==> src/rtl/mux4_sel_arbiter.sv <==
// Round-robin select generator for a 4:1 mux: arbitrates four requests into
// registered S1/S0 select lines plus a one-hot grant, with capped grants and a turnaround gap.
module mux4_sel_arbiter #(
    parameter int HOLD_MAX = 4,
    parameter int CNT_W    = 3
) (
    input  logic       clk,
    input  logic       rst_n,
    input  logic       en,
    input  logic [3:0] req,
    output logic       S0,
    output logic       S1,
    output logic [3:0] gnt,
    output logic       gnt_valid
);

    // req/gnt handshake: req[i] is level-sensitive and sampled on every rising edge.
    // A grant appears one edge after a sampled request. It stays live while req[i]
    // and en remain high, up to HOLD_MAX edges. Dropping req[i] or en releases it on
    // the next edge. A request raised during a live grant or a gap is not queued;
    // it is simply seen at the next IDLE arbitration edge if it is still high.
    typedef enum logic [1:0] {
        IDLE  = 2'd0,
        GRANT = 2'd1,
        GAP   = 2'd2
    } state_t;

    localparam logic [CNT_W-1:0] HOLD_LIM = CNT_W'(HOLD_MAX);

    state_t           state_q, state_d;
    logic [CNT_W-1:0] cnt_q, cnt_d;
    logic [1:0]       last_q, last_d;
    logic [1:0]       sel_q, sel_d;
    logic [3:0]       gnt_q, gnt_d;
    logic             gv_q, gv_d;

    logic [1:0]       pick_idx;
    logic             release_now;

    // Scan from last+4 down to last+1 so the nearest set bit after last wins.
    always_comb begin
        pick_idx = last_q + 2'd1;
        for (int k = 4; k >= 1; k--) begin
            if (req[last_q + 2'(k)]) begin
                pick_idx = last_q + 2'(k);
            end
        end
    end

    assign release_now = !req[sel_q] || !en || (cnt_q == HOLD_LIM);

    always_ff @(posedge clk or negedge rst_n) begin
        if (!rst_n) begin
            state_q <= IDLE;
            cnt_q   <= '0;
            last_q  <= 2'd3;
            sel_q   <= 2'd0;
            gnt_q   <= 4'b0000;
            gv_q    <= 1'b0;
        end else begin
            state_q <= state_d;
            cnt_q   <= cnt_d;
            last_q  <= last_d;
            sel_q   <= sel_d;
            gnt_q   <= gnt_d;
            gv_q    <= gv_d;
        end
    end

    always_comb begin
        state_d = state_q;
        cnt_d   = cnt_q;
        last_d  = last_q;
        sel_d   = sel_q;
        gnt_d   = gnt_q;
        gv_d    = gv_q;
        case (state_q)
            IDLE: begin
                if (en && (req != 4'b0000)) begin
                    state_d = GRANT;
                    sel_d   = pick_idx;
                    gnt_d   = 4'b0001 << pick_idx;
                    gv_d    = 1'b1;
                    cnt_d   = CNT_W'(1);
                end
            end
            GRANT: begin
                if (release_now) begin
                    state_d = GAP;
                    gnt_d   = 4'b0000;
                    gv_d    = 1'b0;
                    last_d  = sel_q;
                    cnt_d   = '0;
                end else begin
                    cnt_d   = cnt_q + CNT_W'(1);
                end
            end
            GAP: begin
                // Select lines keep the old index so the mux output never glitches.
                state_d = IDLE;
            end
            default: begin
                state_d = IDLE;
                gnt_d   = 4'b0000;
                gv_d    = 1'b0;
                cnt_d   = '0;
            end
        endcase
    end

    assign S0        = sel_q[0];
    assign S1        = sel_q[1];
    assign gnt       = gnt_q;
    assign gnt_valid = gv_q;

    // Simulation-time guards for configuration and output invariants.
    always_ff @(posedge clk) begin
        assert (HOLD_MAX >= 1 && HOLD_MAX <= (2 ** CNT_W) - 1)
            else $error("mux4_sel_arbiter: HOLD_MAX=%0d out of range for CNT_W=%0d", HOLD_MAX, CNT_W);
        if (rst_n) begin
            assert ($onehot0(gnt_q))
                else $error("mux4_sel_arbiter: gnt not one-hot");
            assert (gv_q == (|gnt_q))
                else $error("mux4_sel_arbiter: gnt_valid disagrees with gnt");
            assert (cnt_q <= HOLD_LIM)
                else $error("mux4_sel_arbiter: hold count above limit");
        end
    end

endmodule

==> config.mk <==
export PLATFORM = sky130hd
export DESIGN_NAME = mux4_sel_arbiter
export DESIGN_NICKNAME = d
export VERILOG_FILES = /design/src/rtl/mux4_sel_arbiter.sv
export SDC_FILE = /design/constraint.sdc
export NUM_CORES = 1
export LEC_CHECK = 0
export ABC_AREA = 1
export BUFFER_PORTS_ARGS = -buffer_cell sky130_fd_sc_hd__buf_2
export CAP_MARGIN = 0
export CELL_PAD_IN_SITES_DETAIL_PLACEMENT = 0
export CELL_PAD_IN_SITES_GLOBAL_PLACEMENT = 1
export CORE_MARGIN = 5
export CORE_UTILIZATION = 35
export CTS_CLUSTER_DIAMETER = 80
export DETAILED_ROUTE_END_ITERATION = 16
export PLACE_DENSITY = 0.79
export SETUP_SLACK_MARGIN = 0.02
export SYNTH_ARGS = -nofsm -noshare
export SYNTH_HDL_FRONTEND = slang
export SYNTH_SLANG_ARGS = --single-unit
==> constraint.sdc <==
create_clock -name clk -period 1.5 [get_ports clk]
set_clock_uncertainty 0.2 [all_clocks]
set_input_delay 0.225 -clock clk [delete_from_list [all_inputs] [get_ports clk]]
set_output_delay 0.225 -clock clk [all_outputs]
set_load 0.03 [all_outputs]
==> metrics.md <==
| Metric | Value |
|---|---|
| Outcome | `complete, but fails checks` |
| Violated checks | `negative setup slack` |
| Finished Cell Area | `1250 um2` |
| Slew margin rel. | `79.0%` |
| IO Count | `14` |
| Post-route ant nets | `0` |
| First-pass GRT wire length | `3640 um` |
| Critical Path End | `gnt[3]` |
| Tot GR Track Use | `12.8%` |
| CTS Buf Count | `3` |
| Vias in the first global route | `841` |
| Number of synthesized register bits | `14` |
| Crit start category | `flop` |
| Cell count after synthesis | `123` |
| WP data required | `1.49 ns` |
| Most common library cell in the layout ignoring fill and taps | `nand2_1` |
| CTS Buffer Depth | `2` |
| Hpwl dp | `1480 um` |
| CP Capture Type | `flop` |
| Avg Cell Area, Syn | `7.26 um2` |
| Period utilization | `114%` |
| Area post-placement | `1040 um2` |
| CP dominant cell by count | `nand2_2` |
| RSZ-0062 raised after global routing | `yes` |
| Diode count | `0` |
| Worst-Margin Slew | `0.315 ns` |
| Design Power | `2.83 mW` |
| Register area share after synthesis | `39.5%` |
| Largest net degree at the start of global routing | `15` |
| Layout Cells excl Fill | `180` |
| Synth warnings | `0` |
| Net count after synthesis | `132` |
| Synth top area share | `33.6%` |
| Die X | `60.5 um` |
| Antenna violations before repair | `0` |
| Vias per cell | `4.75` |
| Initial Utilization | `36.4%` |
| P&R area growth vs syn | `39.5%` |
| Post-Synth Adder-Cell Area | `2.80%` |
| Final setup vio count | `8` |
| DRT iter0 DRCs | `12` |
| Post-Syn Area | `893 um2` |
| DR vias | `855` |
| Pleak | `0.650 nW` |
| Grt total ovfl | `0` |
| Final worst slack | `-0.214 ns` |
| VDD IR max | `1010 uV` |
| Multiplexer share of the synthesized area | `0%` |
| Buffers & Inverters on Critical Path | `2` |
| Die Y-Extent | `60.5 um` |
| Avg WL per Cell | `11.8 um` |
| Leading cell types in the layout, fill and taps excluded | `nand2_1, nand2_2, inv_1` |
| Fmax | `584 MHz` |
| FF-to-FF path depth | `10` |
| H-tree depth | `1` |
| Worst r2r src | `last_q[1]` |
| Largest family of logic cells by synthesized area | `simple AND/OR/NAND/NOR gates` |
| Pwr dens | `2270 nW/um2` |
| # nets final | `160` |
| Stages on worst setup path | `10` |
| Crit-path leading delay family | `flip-flops` |
| Critical path, cell by cell | `buf_4 -> nand3_2 -> o21ai_1 -> inv_1 -> nand2_2 -> nand2_2 -> nand2_2 -> nand2_2 -> nand3_1 -> nand2_1` |
| Yosys top cell by area | `dfrtp_1` |
| CTS clock-pin slew for the worst setup and hold paths | `0.09 ns` |
| Final GP Congestion | `0.852` |
| PortBufs | `13` |
| Synth area leaders | `dfrtp_1, nand2_1, inv_1` |
| Rows | `18` |
| Post-synthesis compound-gate area fraction | `12.2%` |
| Crit-path max cell delay | `0.64 ns` |
| Hold Fails Final Rpt | `0` |
| CP arrival | `1.70 ns` |
| Worst-Skew Late Latency | `0.29 ns` |
| Pre-CTS setup slack | `-0.258 ns` |
| DIE AREA | `3660 um2` |
| Max-cap violation count | `0` |
| Synth Area in Simple Gates | `31.7%` |
| TritonRoute pass-1 iters | `4` |
| Synth unique cells | `24` |
| CTS sink count | `14` |
| Post-Place Cells | `171` |
| CTS tree | `built` |
| Min cycle time layout | `1.71 ns` |
| CTS Root Cell | `clkbuf_4` |
| Fin. max-slew vios | `0` |
| Crit-path max FO | `7` |
| Critical R2R Capture | `gnt[3]` |
| Type of the worst setup path | `reg2reg` |
| Worst setup path startpoint | `last_q[1]` |
| DRC | `0` |
| Hold Path Class | `in2async` |
| Routed wire length | `2120 um` |
| Share of cells above drive strength 1 | `49.3%` |
| XOR/XNOR share of the synthesized area | `1.82%` |
| Core Area | `2450 um2` |
| Reg-to-reg setup timing slack | `-0.21 ns` |
| Hold Slack | `0.141 ns` |
| Slowest CP cell | `dfstp_2` |
## logic make-up after synthesis
| family | count (synthesis) |
|---|---|
| AOI/OAI and AO/OA | 19 |
| xor gates and xnor gates | 1 |
| adders and majority gates | 2 |
| buffers and inverters | 24 |
| DFF | 14 |
| and+or+nand+nor | 63 |
## through the flow
stage               util (%)  TNS (ns)
floorplan                  -    -0.555
global placement        42.4     -1.54
detailed placement      42.4     -1.58
CTS                     46.9     -1.23
global route            50.8     -2.15
finish                  50.8     -1.26
## per-layer routing
layer | vias to the layer above | share of wire [%] | track usage, %
met2 | 20 | 45 | 19.0
met3 | 3 | 4.4 | 2.55
met5 | - | 0 | 0
met4 | 0 | 1.0 | 4.02
met1 | 388 | 49 | 18.8
li1 | 444 | - | -
## cell usage after synthesis, drive strengths merged
| cell | n |
|---|---|
| dfrtp | 12 |
| a21oi | 3 |
| nand4 | 3 |
| xnor2 | 1 |
| dfstp | 2 |
| a31oi | 1 |
| clkbuf | 2 |
| nand3 | 11 |
| ha | 2 |
| and3 | 1 |
| nor2 | 6 |
| inv | 21 |
| o21ai | 13 |
| nand2 | 42 |
| a21boi | 2 |
| buf | 1 |
## worst register-to-register path, delay by kind of cell (launching register included)
family | cells | cell delay [ns]
AO/OA/AOI/OAI | 1 | 0.08
buffers and inverters | 2 | 0.21
flip-flops | 1 | 0.64
AND/OR/NAND/NOR | 7 | 0.48
## layout make-up
class                           instances  area (um2)
Sequential cell                        14         355
Clock buffer                            4        36.3
Inverter                               21        78.8
Timing Repair Buffer                   26         200
Tap cell                               30        37.5
Multi-Input combinational cell         85         538
Fill cell                             248        1210
## sequential cells by signal, indices dropped and copies added, names as in the netlist
register and count:
gnt 4, cnt_q 3, last_q 2, sel_q 2, state_q 2, gnt_valid 1
## worst min-delay path by stage
stage / slack, ns / endpoint / from / cells past startpoint
2_1_floorplan: -0.27 / cnt_q[0] / rst_n / 0
3_3_place_gp: -0.06 / cnt_q[1] / rst_n / 1
3_5_place_dp: -0.06 / cnt_q[1] / rst_n / 1
4_1_cts: 0.16 / gnt_valid / rst_n / 2
5_1_grt: 0.18 / gnt_valid / rst_n / 2
6_report: 0.14 / cnt_q[1] / rst_n / 2
## what timing repair did
action / CTS / global route
pin swaps: 4 / 2
resized for setup: 20 / 27
setup buffers: 2 / 3
hold buffers: 1 / 0
endpoints found under the hold margin: 14 / 0
endpoints found under the setup margin: 13 / 13
## where the power goes
part	switching, mW	internal [mW]	total (mW)
combinational	1.07	0.781	1.85
sequential	0.144	0.541	0.686
clock	0.142	0.148	0.290
total	1.35	1.47	2.83
Power figures use the tool's default switching activity.
